$ cat config.mk
export PLATFORM = sky130hd
export DESIGN_NAME = conv_result_fifo
export DESIGN_NICKNAME = d
export VERILOG_FILES = /design/src/rtl/conv_result_fifo_pkg.sv /design/src/rtl/conv_result_fifo_mem.sv /design/src/rtl/conv_result_fifo.sv
export SDC_FILE = /design/constraint.sdc
export NUM_CORES = 1
export LEC_CHECK = 0
export ABC_AREA = 1
export BUFFER_PORTS_ARGS = -buffer_cell sky130_fd_sc_hd__buf_2
export CORE_ASPECT_RATIO = 1.25
export CORE_MARGIN = 1
export CORE_UTILIZATION = 55
export DETAILED_ROUTE_END_ITERATION = 10
export PLACE_DENSITY = 0.79
export SETUP_SLACK_MARGIN = 0.1
export SLEW_MARGIN = 20
export SYNTH_ARGS = -nofsm -noshare
export SYNTH_HDL_FRONTEND = slang
export SYNTH_SLANG_ARGS = --single-unit
$ cat constraint.sdc
create_clock -name clk -period 3.1 [get_ports clk]
set_clock_uncertainty 0.2 [all_clocks]
set_input_delay 0.465 -clock clk [delete_from_list [all_inputs] [get_ports clk]]
set_output_delay 0.465 -clock clk [all_outputs]
set_load 0.02 [all_outputs]
$ cat src/rtl/conv_result_fifo_pkg.sv
// conv_result_fifo_pkg: shared defaults and the wrap-aware pointer increment
// used by the convolution result FIFO.
package conv_result_fifo_pkg;

  localparam int DEF_DATA_W = 16;
  localparam int DEF_DEPTH  = 10;

  // Advance a pointer by one and wrap from depth-1 back to 0.
  // Works for any depth, including depths that are not a power of two.
  function automatic int ptr_inc(input int ptr, input int depth);
    int nxt;
    if (ptr >= depth - 32'sd1) begin
      nxt = 32'sd0;
    end else begin
      nxt = ptr + 32'sd1;
    end
    return nxt;
  endfunction

endpackage

$ cat src/rtl/conv_result_fifo_mem.sv
// conv_result_fifo_mem: DEPTH x DATA_W storage with one synchronous write
// port and one registered read port. The storage array is never reset; only
// the read register has a synchronous clear so data_out starts at zero.
module conv_result_fifo_mem
  import conv_result_fifo_pkg::*;
#(
  parameter int DATA_W = DEF_DATA_W,
  parameter int DEPTH  = DEF_DEPTH,
  parameter int PTR_W  = $clog2(DEPTH)
) (
  input  logic              clk,
  input  logic              wr_en_i,
  input  logic [PTR_W-1:0]  wr_addr_i,
  input  logic [DATA_W-1:0] wr_data_i,
  input  logic              rd_en_i,
  input  logic              rd_clr_i,
  input  logic [PTR_W-1:0]  rd_addr_i,
  output logic [DATA_W-1:0] rd_data_o
);

  logic [DATA_W-1:0] mem_q [DEPTH];
  logic [DATA_W-1:0] rd_data_q;

  // Write port: store the accepted word at the write address.
  always_ff @(posedge clk) begin
    if (wr_en_i) begin
      mem_q[wr_addr_i] <= wr_data_i;
    end
  end

  // Read port: clear on reset, load on read enable, otherwise hold.
  always_ff @(posedge clk) begin
    if (rd_clr_i) begin
      rd_data_q <= {DATA_W{1'b0}};
    end else if (rd_en_i) begin
      rd_data_q <= mem_q[rd_addr_i];
    end
  end

  assign rd_data_o = rd_data_q;

endmodule

$ cat src/rtl/conv_result_fifo.sv
// conv_result_fifo: result buffer between the MAC/accumulate pipeline and the
// downstream consumer. Pointers, occupancy, status flags and the optional
// sticky error flags live here; storage is in conv_result_fifo_mem.
// Optional feature macro: RESULT_FIFO_ERR_EN (sticky overflow/underflow).
module conv_result_fifo
  import conv_result_fifo_pkg::*;
#(
  parameter int DATA_W   = DEF_DATA_W,
  parameter int DEPTH    = DEF_DEPTH,
  parameter int AFULL_TH = 8,
  localparam int PTR_W   = $clog2(DEPTH),
  localparam int CNT_W   = $clog2(DEPTH + 1)
) (
  input  logic              clk,
  input  logic              rst,
  input  logic              flush,
  input  logic              push,
  input  logic [DATA_W-1:0] data_in,
  input  logic              pop,
  output logic [DATA_W-1:0] data_out,
  output logic              out_valid,
  output logic              empty,
  output logic              full,
  output logic              almost_full,
  output logic [CNT_W-1:0]  count,
  output logic              overflow,
  output logic              underflow,
  input  logic              err_clr
);

  logic [PTR_W-1:0] wr_ptr_q, wr_ptr_d;
  logic [PTR_W-1:0] rd_ptr_q, rd_ptr_d;
  logic [CNT_W-1:0] count_q, count_d;
  logic             out_valid_q, out_valid_d;

  logic empty_s, full_s, afull_s;
  logic push_ok_s, pop_ok_s;
  logic wr_en_s, rd_en_s;

  // Flags come straight from the registered count, so they describe the
  // state after the last edge and acceptance uses start-of-cycle values.
  assign empty_s = (count_q == {CNT_W{1'b0}});
  assign full_s  = (count_q == CNT_W'(DEPTH));
  assign afull_s = (count_q >= CNT_W'(AFULL_TH));

  assign push_ok_s = push & ~full_s;
  assign pop_ok_s  = pop & ~empty_s;

  // Flush and reset suppress any memory access in the same cycle.
  assign wr_en_s = push_ok_s & ~flush & ~rst;
  assign rd_en_s = pop_ok_s & ~flush & ~rst;

  // Next-state for pointers, occupancy and the read strobe.
  always_comb begin
    wr_ptr_d    = wr_ptr_q;
    rd_ptr_d    = rd_ptr_q;
    count_d     = count_q;
    out_valid_d = 1'b0;
    if (flush) begin
      wr_ptr_d    = {PTR_W{1'b0}};
      rd_ptr_d    = {PTR_W{1'b0}};
      count_d     = {CNT_W{1'b0}};
      out_valid_d = 1'b0;
    end else begin
      if (push_ok_s) begin
        wr_ptr_d = PTR_W'(ptr_inc(int'(wr_ptr_q), DEPTH));
      end else begin
        wr_ptr_d = wr_ptr_q;
      end
      if (pop_ok_s) begin
        rd_ptr_d = PTR_W'(ptr_inc(int'(rd_ptr_q), DEPTH));
      end else begin
        rd_ptr_d = rd_ptr_q;
      end
      count_d = count_q + {{(CNT_W-1){1'b0}}, push_ok_s}
                        - {{(CNT_W-1){1'b0}}, pop_ok_s};
      out_valid_d = pop_ok_s;
    end
  end

  // State register with synchronous reset.
  always_ff @(posedge clk) begin
    if (rst) begin
      wr_ptr_q    <= {PTR_W{1'b0}};
      rd_ptr_q    <= {PTR_W{1'b0}};
      count_q     <= {CNT_W{1'b0}};
      out_valid_q <= 1'b0;
    end else begin
      wr_ptr_q    <= wr_ptr_d;
      rd_ptr_q    <= rd_ptr_d;
      count_q     <= count_d;
      out_valid_q <= out_valid_d;
    end
  end

  conv_result_fifo_mem #(
    .DATA_W (DATA_W),
    .DEPTH  (DEPTH),
    .PTR_W  (PTR_W)
  ) u_mem (
    .clk       (clk),
    .wr_en_i   (wr_en_s),
    .wr_addr_i (wr_ptr_q),
    .wr_data_i (data_in),
    .rd_en_i   (rd_en_s),
    .rd_clr_i  (rst),
    .rd_addr_i (rd_ptr_q),
    .rd_data_o (data_out)
  );

`ifdef RESULT_FIFO_ERR_EN
  logic overflow_q, overflow_d;
  logic underflow_q, underflow_d;

  // Sticky error flags; a clear request wins over a same-cycle set.
  always_comb begin
    overflow_d  = overflow_q;
    underflow_d = underflow_q;
    if (err_clr) begin
      overflow_d  = 1'b0;
      underflow_d = 1'b0;
    end else begin
      overflow_d  = overflow_q | (push & full_s);
      underflow_d = underflow_q | (pop & empty_s);
    end
  end

  // Error flag registers, cleared only by reset or err_clr.
  always_ff @(posedge clk) begin
    if (rst) begin
      overflow_q  <= 1'b0;
      underflow_q <= 1'b0;
    end else begin
      overflow_q  <= overflow_d;
      underflow_q <= underflow_d;
    end
  end

  assign overflow  = overflow_q;
  assign underflow = underflow_q;
`else
  logic unused_err_clr_s;
  assign unused_err_clr_s = err_clr;
  assign overflow         = 1'b0;
  assign underflow        = 1'b0;
`endif

  assign out_valid   = out_valid_q;
  assign count       = count_q;
  assign empty       = empty_s;
  assign full        = full_s;
  assign almost_full = afull_s;

endmodule

Word-level counts from Yosys, hierarchy flattened
Memory sizes are Yosys's and may differ from the RTL's. A register that Yosys moved wholly into a read port is not among the register bits.
Cells that the tools add are included.
{"block": "word_totals", "input_bits": 22, "ff_bits": 13, "output_inout_bits": 26, "elab_cells": 29, "memories": 1, "ram_bits": 160}
{"name": "u_mem.mem_q", "words": 10, "width": 16, "rd": 1, "rd_clocked_by_memory_dff": 1, "write_ports": 1, "line": "conv_result_fifo_mem.sv:21", "text": "logic [DATA_W-1:0] mem_q [DEPTH];"}
{"block": "op_classes", "reduce_logical": 2, "bitwise_logic": 10, "n_addsub": 4, "order_cmp": 3, "muxes": 4, "eq_ne": 1}
{"op": "4-bit >= comparator (second input constant)", "count": 3}
{"op": "4-bit by 1-bit adder with 4-bit output (second input constant)", "count": 2}
{"op": "4-bit 2-to-1 mux", "count": 2}
{"op": "1-bit bitwise AND", "count": 6}
{"op": "4-bit by 1-bit adder with 4-bit output", "count": 1}
{"op": "4-bit equality test (second input constant)", "count": 1}
{"op": "4-bit zero test", "count": 1}
{"op": "1-bit NOT", "count": 4}
{"op": "4-bit by 1-bit subtractor with 4-bit output", "count": 1}
{"op": "1-bit 2-to-1 mux", "count": 2}
{"op": "2-bit OR reduction", "count": 1}

Logic depth before layout (Yosys ltp)
Gate-level depths: netlist of the first run.
{"block": "depth", "depth_word": 7, "depth_mapped": 15, "ltp_nobuf": 15}

Cells and area by module
A second synthesis of the first run with hierarchy kept.
{"block": "unflattened", "hier_cells": 808, "hier_area_um2": 8217.9}
{"mod": "conv_result_fifo_mem", "seq_area_each_um2": 5124.9, "cells_each": 684, "area_per_inst_um2": 7329.5, "n_inst": 1}
{"mod": "conv_result_fifo", "seq_area_each_um2": 260.2, "cells_each": 124, "area_per_inst_um2": 888.4, "n_inst": 1}

Worst setup path after synthesis of the first run
Ideal clock, no wire load.
{"block": "synth_timing", "path_kind": "register to register", "from": "reg count_q[2], in the netlist count[2]", "to": "mem u_mem.mem_q[8][0] in the netlist's numbering (enable)", "stages_incl_launch_ff": 8, "arrival_time_ns": 2.300, "path_buffers": 0, "t_required_ns": 2.491, "setup_time_ns": 0.409, "setup_slack_ns": 0.191, "path_cell_list": "dfxtp_1 -> inv_1 -> ha_1 -> nand3_1 -> nand2_1 -> inv_2 -> nand2_2 -> nor3_1"}
{"block": "synth_via", "elab_chain_len": 7}
{"item": "from (decl)", "line": "conv_result_fifo.sv:33", "text": "logic [CNT_W-1:0] count_q, count_d;"}
{"item": "from (signal assigned)", "line": "conv_result_fifo.sv:86", "text": "count_q <= {CNT_W{1'b0}};"}
{"item": "from (signal assigned)", "line": "conv_result_fifo.sv:91", "text": "count_q <= count_d;"}
{"item": "4-bit equality test", "line": "conv_result_fifo.sv:43", "text": "assign full_s = (count_q == CNT_W'(DEPTH));"}
{"item": "1-bit NOT", "line": "conv_result_fifo.sv:46", "text": "assign push_ok_s = push & ~full_s;"}
{"item": "1-bit bitwise AND", "line": "conv_result_fifo.sv:46"}
{"item": "1-bit bitwise AND (2 in a row)", "line": "conv_result_fifo.sv:50", "text": "assign wr_en_s = push_ok_s & ~flush & ~rst;"}
{"item": "1-bit 2-to-1 mux", "line": "conv_result_fifo_mem.sv:26", "text": "if (wr_en_i) begin"}
{"item": "1-bit 2-to-1 mux (not written as such)", "line": "conv_result_fifo_mem.sv:27", "text": "mem_q[wr_addr_i] <= wr_data_i;"}
{"item": "to (decl)", "line": "conv_result_fifo_mem.sv:21"}
Every way passes these cells.

Final worst setup path of the first run
{"block": "layout_timing", "from": "reg count_q[2], in the netlist count[2]", "to": "reg count_q[3], in the netlist count[3]"}
{"block": "layout_via", "elab_chain_len": 5, "word_cells_on_any_way": 8}
{"item": "4-bit equality test", "line": "conv_result_fifo.sv:43"}
{"item": "1-bit NOT", "line": "conv_result_fifo.sv:46"}
{"item": "1-bit bitwise AND", "line": "conv_result_fifo.sv:46"}
{"item": "4-bit by 1-bit adder with 4-bit output", "line": "conv_result_fifo.sv:75", "text": "count_d = count_q + {{(CNT_W-1){1'b0}}, push_ok_s}"}
{"item": "4-bit by 1-bit subtractor with 4-bit output *", "line": "conv_result_fifo.sv:76", "text": "- {{(CNT_W-1){1'b0}}, pop_ok_s};"}
Every way passes the cells marked *; elsewhere a longest branch is shown, timed or not.
A chain may end at the register's enable or synchronous reset.

==> impl_metrics.json, run 1 <==
{
  "status": "complete, but fails checks",
  "violations": "DRC",
  "yosys.area_share.simple": 0.183,
  "rows": 49,
  "syn_to_final_growth_pct": 11.3,
  "die-area_um2": 15600,
  "yosys_most_used_dff": "edfxtp_1",
  "dp.cells": 1016,
  "synth_seq_cells": 189,
  "syn_area_per_cell_um2": 10.3,
  "power.net_switching_mw": 1.19,
  "final_max_slew_viol_count": 0,
  "clkSinkCount": 189,
  "start_kind": "flip-flop",
  "holdBufCountCts": 0,
  "relSlewSlack": 0.403,
  "core_area_um2": 14600,
  "setup_viol": 0,
  "synthXorXnorAreaFrac": 0.00211,
  "ioPinCount": 48,
  "grt_max_degree": 85,
  "synth_commonest_cells": "nand2_1, edfxtp_1, inv_1, nand3_1, nor2_1",
  "postCtsResizedCells": 0,
  "multi_input_area_um2": 2130,
  "post_cts_buffers": 0,
  "hp-class": "input port to flip-flop",
  "placed_area_um2": 8680,
  "synth_top_family_by_area": "simple AND/OR/NAND/NOR gates",
  "clkSlewWorstSetupHoldPaths_ns": 0.07,
  "detail_route.wl_per_cell_um": 16.4,
  "finalPower_mw": 5.27,
  "vdd_ir_drop_max_v": 0.000347,
  "place.gp.congestion": 0.765,
  "start_util": 0.570,
  "period_minus_slack_ns": 2.34,
  "clk_latency_ns": 0.42,
  "switching_share": 0.226,
  "p_leak_nw": 3.95,
  "n_fill_cell": 1082,
  "root_buffer": "clkbuf_16",
  "antenna_left": 0,
  "critPathBufInv": 3,
  "grt_use_total": 0.231,
  "drv_cap": 0,
  "register_area_um2": 5390,
  "end_kind": "flip-flop",
  "chipWidth_um": 112,
  "seq_area_frac_synth": 0.648,
  "layout.cells.non_filler": 1048,
  "synthesis.area_um2": 8320,
  "htree_levels": 4,
  "die_y_um": 139,
  "drc_errors": 2,
  "layout-drive-gt1-share": 0.149,
  "cts_max_path_buffers": 2,
  "synth_compound_area_frac": 0.0418,
  "crit_family": "simple AND/OR/NAND/NOR gates",
  "finalNetCount": 893,
  "final_cell_area_um2": 9260,
  "synth_cells": 810,
  "power_frac_comb": 0.068,
  "required_ns": 3.22,
  "grt-ovfl-total": 0,
  "critical_path_class": "flip-flop to flip-flop",
  "pwr_density_cell_nw_per_um2": 570,
  "final-hold-violation-count": 0,
  "whs_ns": 0.147,
  "cpMostUsedCell": "nand2_1",
  "routed_wl_um": 17200,
  "setup_tns_ns": 0,
  "worst_slew_pin_slew_ns": 0.895,
  "synth_largest_area_cell": "edfxtp_1",
  "viasPerCell": 5.29,
  "n_antenna_cell": 0,
  "worstPathCellList": "inv_1, ha_1, nand3_1, nand2_1, inv_2, nor2_1, inv_1, ha_1, nand2_1, nor2_1, a211oi_1, nand2_1, nand2_1, nor2_1",
  "first_pass_iters": 8,
  "grt_pass1_vias": 5346,
  "cts_tree": "yes",
  "drt_iter0_markers": 381,
  "synth_fa_ha_area_frac": 0.0220,
  "synth_edf_count": 160,
  "cp_data_arrival_time_ns": 2.47,
  "slowest_stage": "dfxtp_1",
  "post-synth-top-area-fraction": 0.578,
  "rsz0062_at_grt": "false",
  "crit_fanout": 8,
  "synth_most_common_cell": "nand2_1",
  "antenna_found_initial": 0,
  "numCtsBuffers": 17,
  "synthArstFlopShare": 0,
  "ys.warnings.count": 0,
  "grt_pass1_wl_um": 27000,
  "max_stage_delay_ns": 0.31,
  "yosysUniqueCellTypes": 34,
  "p_int_mw": 4.08,
  "vias": 5539,
  "power_frac_seq": 0.531,
  "synth_area_leaders": "edfxtp_1, nand2_1, dfxtp_1",
  "fin_crit_sh": 0.756,
  "clockPowerShare": 0.401,
  "max_freq_mhz": 427,
  "dp_hpwl_um": 9810,
  "synth.area.mux_share": 0,
  "port_buffers": 44
}
==> final timing paths <==
| kind | from | end | slack, ns | cells after the start |
|---|---|---|---|---|
| hold reg to reg | wr_ptr_q[2] | wr_ptr_q[3] | 0.31 | 2 |
| hold / removal | data_in[7] | u_mem.mem_q[2][7] | 0.15 | 1 |
| setup / recovery | count[2] | count[3] | 0.76 | 14 |
| setup reg to reg | count[2] | count[3] | 0.76 | 14 |
==> final cells by class <==
type	instances	area share
sequential	189	0.582
clock buffer	18	0.0464
timing repair buffer	62	0.0397
tap	178	0.0241
clock inverter	14	0.0154
multi-input combinational	433	0.230
inverter	154	0.0629
==> through the flow <==
step	util	worst slack, ns
after floorplan	-	0.191
after global placement	0.595	0.837
after detailed placement	0.595	0.795
after CTS	0.634	0.780
after global routing	0.634	0.523
final	0.634	0.756
==> power by group through the flow <==
| stage | sequential, mW | clock [mW] | combinational, mW |
|---|---|---|---|
| finish | 2.80 | 2.12 | 0.360 |
| global route | 2.80 | 2.23 | 0.402 |
| CTS | 2.80 | 2.12 | 0.360 |
| detailed placement | 2.86 | 0 | 0.358 |
| global placement | 2.85 | 0 | 0.349 |
| floorplan | 2.88 | 0 | 0.226 |
==> kinds of logic (layout without fill, tap and decap cells) <==
group | Yosys count | after routing
and+or+nand+nor | 357 | 357
DFF | 189 | 189
buffers and inverters | 189 | 248
AOI/OAI and AO/OA | 58 | 58
adders and majority gates | 14 | 14
xor gates and xnor gates | 2 | 2
other | 1 | 2
==> routing by layer <==
metal  share of wire  up-vias  routed length (um)  track usage
met2            0.52      199                8990        0.412
met4           0.018        0                 315        0.102
met5               0        -                   0            0
met3           0.057       24                 971       0.0327
met1            0.40     2620                6880        0.279
li1                -     2696                   -            -
==> placed cells by master, fill, tap and decap left out, types with 2 or more instances in the layout <==
master	n
inv_1	146
inv_2	5
dfxtp_1	28
a21oi_1	6
o21ai_1	2
conb_1	2
a21oi_2	14
nand2_4	2
nor2_1	59
clkinv_1	2
edfxtp_1	160
clkinv_2	5
xor2_1	2
clkinvlp_4	2
clkbuf_16	17
nand3_1	98
buf_2	44
o21ai_0	33
ha_1	13
nand2_1	182
nand4_1	2
inv_6	4
nor3_2	10
bufinv_16	2
buf_4	17
==> flip-flops by register name, indices dropped and copies added, names as in the netlist <==
signal           count
u_mem.mem_q        160
wr_ptr_q             4
rd_ptr_q             4
count                4
u_mem.rd_data_o     16
out_valid            1
Power figures use the tool's default switching activity.
==> run 2, diff against run 1 <==
Settings changed: PLACE_DENSITY 0.79 to 0.82.
Clock period 3.1 ns to 1.9 ns, I/O delays scaled along.
==> impl_metrics.json, run 2 (synthesized netlist as in run 1, its figures left out) <==
{
  "n_fill_cell": 961,
  "crit_family": "adder cells",
  "worst_slack_ns": -0.159,
  "required_ns": 2.03,
  "antenna_left": 0,
  "clkSinkCount": 189,
  "place.gp.congestion": 0.743,
  "whs_ns": 0.142,
  "final_max_slew_viol_count": 0,
  "top_register": "u_mem.mem_q",
  "cp_data_arrival_time_ns": 2.19,
  "reg2reg_to": "count[1]",
  "crit_fanout": 3,
  "syn_to_final_growth_pct": 21.1,
  "clk_latency_ns": 0.43,
  "layout-drive-gt1-share": 0.195,
  "drv_cap": 0,
  "largest_reg_flops": 160,
  "routed_wl_um": 19000,
  "crit_cells": 11,
  "final_cell_area_um2": 10100,
  "rsz0062_at_grt": "true",
  "end_kind": "flip-flop",
  "ioPinCount": 48,
  "detail_route.wl_per_cell_um": 17.4,
  "max_stage_delay_ns": 0.51,
  "start_util": 0.570,
  "pwr_density_cell_nw_per_um2": 901,
  "finalNetCount": 937,
  "hp-class": "input port to flip-flop",
  "root_buffer": "clkbuf_16",
  "dp_slack_ns": -0.194,
  "holdCritStartpoint": "flush",
  "cts_tree": "yes",
  "slowest_stage": "fa_2",
  "n_antenna_cell": 0,
  "die-area_um2": 15600,
  "antenna_found_initial": 0,
  "hold_end": "count[3]",
  "dp_hpwl_um": 10900,
  "vias": 5883,
  "final_common_cell": "nand2_1",
  "violations": "DRC, setup timing",
  "port_buffers": 44,
  "placed_area_um2": 9080,
  "grt_pass1_wl_um": 30400,
  "critical_path_class": "flip-flop to flip-flop",
  "whs_path_depth": 5,
  "layout_common_cells": "nand2_1, edfxtp_1, inv_1",
  "cpMostUsedCell": "inv_2",
  "r2r-start": "count[3]",
  "period_minus_slack_ns": 2.06,
  "start_kind": "flip-flop",
  "core_area_um2": 14600,
  "rows": 49,
  "fin_crit_sh": 1.08,
  "grt_use_total": 0.260,
  "r2r_slack_ns": -0.16,
  "p_leak_nw": 4.29,
  "die_y_um": 139,
  "setup_viol": 22,
  "grt-ovfl-total": 0,
  "grt_max_degree": 66,
  "final-hold-violation-count": 0,
  "numCtsBuffers": 17,
  "worstPathCellList": "inv_2, ha_2, nand3_4, nand2_4, nor2_4, inv_2, nand2_2, ha_4, inv_2, fa_2, nor2_1",
  "htree_levels": 4,
  "max_freq_mhz": 486,
  "viasPerCell": 5.39,
  "vdd_ir_drop_max_v": 0.000692,
  "status": "complete, but fails checks",
  "grt_pass1_vias": 6123,
  "clkSlewWorstSetupHoldPaths_ns": 0.07,
  "rr_worst_depth": 11,
  "critPathBufInv": 3,
  "cts_max_path_buffers": 2,
  "drt_iter0_markers": 563,
  "first_pass_iters": 8,
  "chipWidth_um": 112,
  "drc_errors": 3,
  "final_core_util": 0.690
}
==> run 2: changes by cell type in the layout (fill, tap and decap cells not counted), sizes merged <==
cell	before	now
inv	156	153
bufinv	2	4
nand2	185	186
clkbuf	18	19
buf	62	89
dlygate4sd3	0	16
==> run 2: report_power, final <==
group          internal [mW]  switching (mW)
combinational          0.267           0.475
sequential              4.54          0.0314
clock                   2.24            1.52
==> run 2: layer usage <==
metal  share of wire  up-vias  GRT usage
met5               0        -          0
met4           0.035        0      0.135
met3           0.070       55     0.0649
met2            0.52      244      0.442
met1            0.38     2783      0.305
li1                -     2801          -
==> run 2: worst max-delay path by stage <==
stage               slack (ns)  startpoint                end
global route             -0.28    count[3]           count[3]
finish                   -0.16    count[3]           count[1]
CTS                      -0.10    count[3]           count[1]
detailed placement       -0.19    count[2]           count[2]
global placement         -0.13    count[2]           count[2]
floorplan                -0.16    count[2]  u_mem.mem_q[2][0]
==> run 2: stage by stage <==
| step | setup TNS (ns) | std cells | power, mW |
|---|---|---|---|
| 2_1_floorplan | -16.50 | 811 | 5.10 |
| 3_3_place_gp | -1.21 | 1032 | 5.29 |
| 3_5_place_dp | -5.93 | 1032 | 5.31 |
| 4_1_cts | -1.05 | 1088 | 9.06 |
| 5_1_grt | -7.22 | 1092 | 9.35 |
| 6_report | -2.03 | 1092 | 9.08 |
==> run 2: worst register-to-register path, cell delays in order, from the launching register on <==
cell	delay, ns
dfxtp_4	0.37
inv_2	0.04
ha_2	0.19
nand3_4	0.09
nand2_4	0.08
nor2_4	0.12
inv_2	0.05
nand2_2	0.08
ha_4	0.15
inv_2	0.04
fa_2	0.51
nor2_1	0.04
==> run 2: repair_timing <==
| item | CTS | global route |
|---|---|---|
| gates resized for setup | 16 | 7 |
| pin swaps | 10 | 3 |
| gates cloned | 2 | 0 |
| buffers inserted | 6 | 5 |
| hold buffers | 16 | 0 |
| endpoints found under the hold margin | 160 | 0 |
| endpoints found under the setup margin | 181 | 183 |
==> run 2: cell type report <==
class                           instances  area, um2  share of cell area
Tap cell                              178        223              0.0221
Multi-Input combinational cell        434       2310               0.229
Clock inverter                         13        189              0.0188
Inverter                              154        587              0.0583
Clock buffer                           19        443              0.0440
Timing Repair Buffer                  105        926              0.0919
Sequential cell                       189       5400               0.536
==> run 3, diff against run 2 <==
Settings changed: PLACE_DENSITY 0.82 to 0.79.
Clock period 1.9 ns to 2.6 ns, I/O delays scaled along.
==> impl_metrics.json, run 3 (synthesized netlist as in run 1, its figures left out) <==
{
  "rr_worst_depth": 13,
  "grt_use_total": 0.242,
  "drc_errors": 1,
  "final_core_util": 0.635,
  "critical_path_class": "flip-flop to flip-flop",
  "start_kind": "flip-flop",
  "first_pass_iters": 10,
  "rsz0062_at_grt": "false",
  "clkSlewWorstSetupHoldPaths_ns": 0.07,
  "n_antenna_cell": 0,
  "drt_iter0_markers": 522,
  "start_util": 0.570,
  "core_area_um2": 14600,
  "clk_latency_ns": 0.43,
  "chipWidth_um": 112,
  "postCtsResizedCells": 0,
  "dp.cells": 1019,
  "post_cts_buffers": 0,
  "violations": "DRC",
  "antenna_left": 0,
  "top_register": "u_mem.mem_q",
  "critPathBufInv": 4,
  "hp-class": "input port to flip-flop",
  "die-area_um2": 15600,
  "largest_reg_flops": 160,
  "grt_max_degree": 85,
  "crit_family": "adder cells",
  "cts_tree": "yes",
  "period_minus_slack_ns": 2.23,
  "viasPerCell": 5.47,
  "end_kind": "flip-flop",
  "max_stage_delay_ns": 0.37,
  "vdd_ir_drop_max_v": 0.000370,
  "relSlewSlack": 0.620,
  "setup_viol": 0,
  "layout.cells.non_filler": 1051,
  "holdBufCountCts": 0,
  "root_buffer": "clkbuf_16",
  "die_y_um": 139,
  "final_common_cell": "nand2_1",
  "port_buffers": 44,
  "r2r_slack_ns": 0.37,
  "cpMostUsedCell": "inv_1",
  "pwr_density_cell_nw_per_um2": 668,
  "max_freq_mhz": 448,
  "layout-drive-gt1-share": 0.155,
  "final_max_slew_viol_count": 0,
  "detail_route.wl_per_cell_um": 17.3,
  "grt-ovfl-total": 0,
  "ioPinCount": 48,
  "multi_input_area_um2": 2130,
  "drv_cap": 0,
  "vias": 5754,
  "finalPower_mw": 6.19,
  "antenna_found_initial": 0,
  "layout_common_cells": "nand2_1, edfxtp_1, inv_1",
  "worst_slew_pin_slew_ns": 0.570,
  "dp_hpwl_um": 10100,
  "worstPathCellList": "inv_1, ha_1, nand3_1, nand2_1, inv_2, nor2_2, inv_1, nand2_1, ha_1, inv_1, fa_1, xor2_1, nor2_1",
  "setup_tns_ns": 0,
  "grt_pass1_wl_um": 28200,
  "clkSinkCount": 189,
  "final-hold-violation-count": 0,
  "fin_crit_sh": 0.859,
  "crit_fanout": 8,
  "status": "complete, but fails checks",
  "grt_pass1_vias": 5547,
  "crit_cells": 13,
  "rows": 49,
  "p_leak_nw": 3.94,
  "numCtsBuffers": 17,
  "syn_to_final_growth_pct": 11.5,
  "whs_path_depth": 1,
  "place.gp.congestion": 0.750,
  "register_area_um2": 5390,
  "required_ns": 2.73,
  "finalNetCount": 896,
  "routed_wl_um": 18200,
  "n_fill_cell": 1094,
  "cts_max_path_buffers": 2,
  "htree_levels": 4,
  "cp_data_arrival_time_ns": 2.36,
  "slowest_stage": "fa_1"
}
==> run 3: cell types whose count changed in the layout (fill, tap and decap cells not counted), moves of 6 or more <==
cell,before,now
buf_12,12,2
buf_4,28,19
buf_6,6,0
dlygate4sd3_1,16,0
nor3_2,0,10
nor3_4,10,0
==> run 3: worst paths after layout <==
| check | from | end |
|---|---|---|
| worst max-delay path | count[2] | count[2] |
| worst min-delay path | data_in[9] | u_mem.mem_q[4][9] |
| worst max register to register | count[2] | count[2] |
| worst min register to register | wr_ptr_q[2] | wr_ptr_q[3] |
==> run 3: layer usage <==
metal / routed length (um) / vias to the layer above / GRT usage
met5: 0 / - / 0
met2: 9370 / 298 / 0.423
met4: 431 / 0 / 0.108
met1: 6880 / 2704 / 0.291
li1: - / 2705 / -
met3: 1530 / 47 / 0.0470
==> run 3: worst register-to-register path, cell delays in order, from the launching register on <==
cell	delay (ns)
dfxtp_1	0.31
inv_1	0.10
ha_1	0.18
nand3_1	0.10
nand2_1	0.13
inv_2	0.09
nor2_2	0.13
inv_1	0.08
nand2_1	0.06
ha_1	0.13
inv_1	0.05
fa_1	0.37
xor2_1	0.14
nor2_1	0.05
==> run 3: layout make-up <==
class / count / area share
Inverter: 154 / 0.0627
Clock inverter: 13 / 0.0116
Multi-Input combinational cell: 433 / 0.230
Tap cell: 178 / 0.0240
Sequential cell: 189 / 0.581
Timing Repair Buffer: 65 / 0.0434
Clock buffer: 19 / 0.0478
==> run 3: report_power, final <==
group	total, mW	leakage (nW)	internal (mW)	switching, mW
logic	0.438	2.01	0.131	0.307
clock network	2.42	0.247	1.27	1.15
registers	3.34	1.68	3.32	0.0207
total	6.19	3.94	4.72	1.48
==> run 3: through the flow <==
stage | setup slack [ns] | area (um2) | hold slack, ns
3_5_place_dp | 0.315 | 8720 | 0.315
5_1_grt | 0.179 | 9270 | 0.0613
6_report | 0.367 | 9270 | 0.0642
2_1_floorplan | -0.309 | 8320 | 0.276
4_1_cts | 0.300 | 9270 | 0.0603
3_3_place_gp | 0.333 | 8720 | 0.313
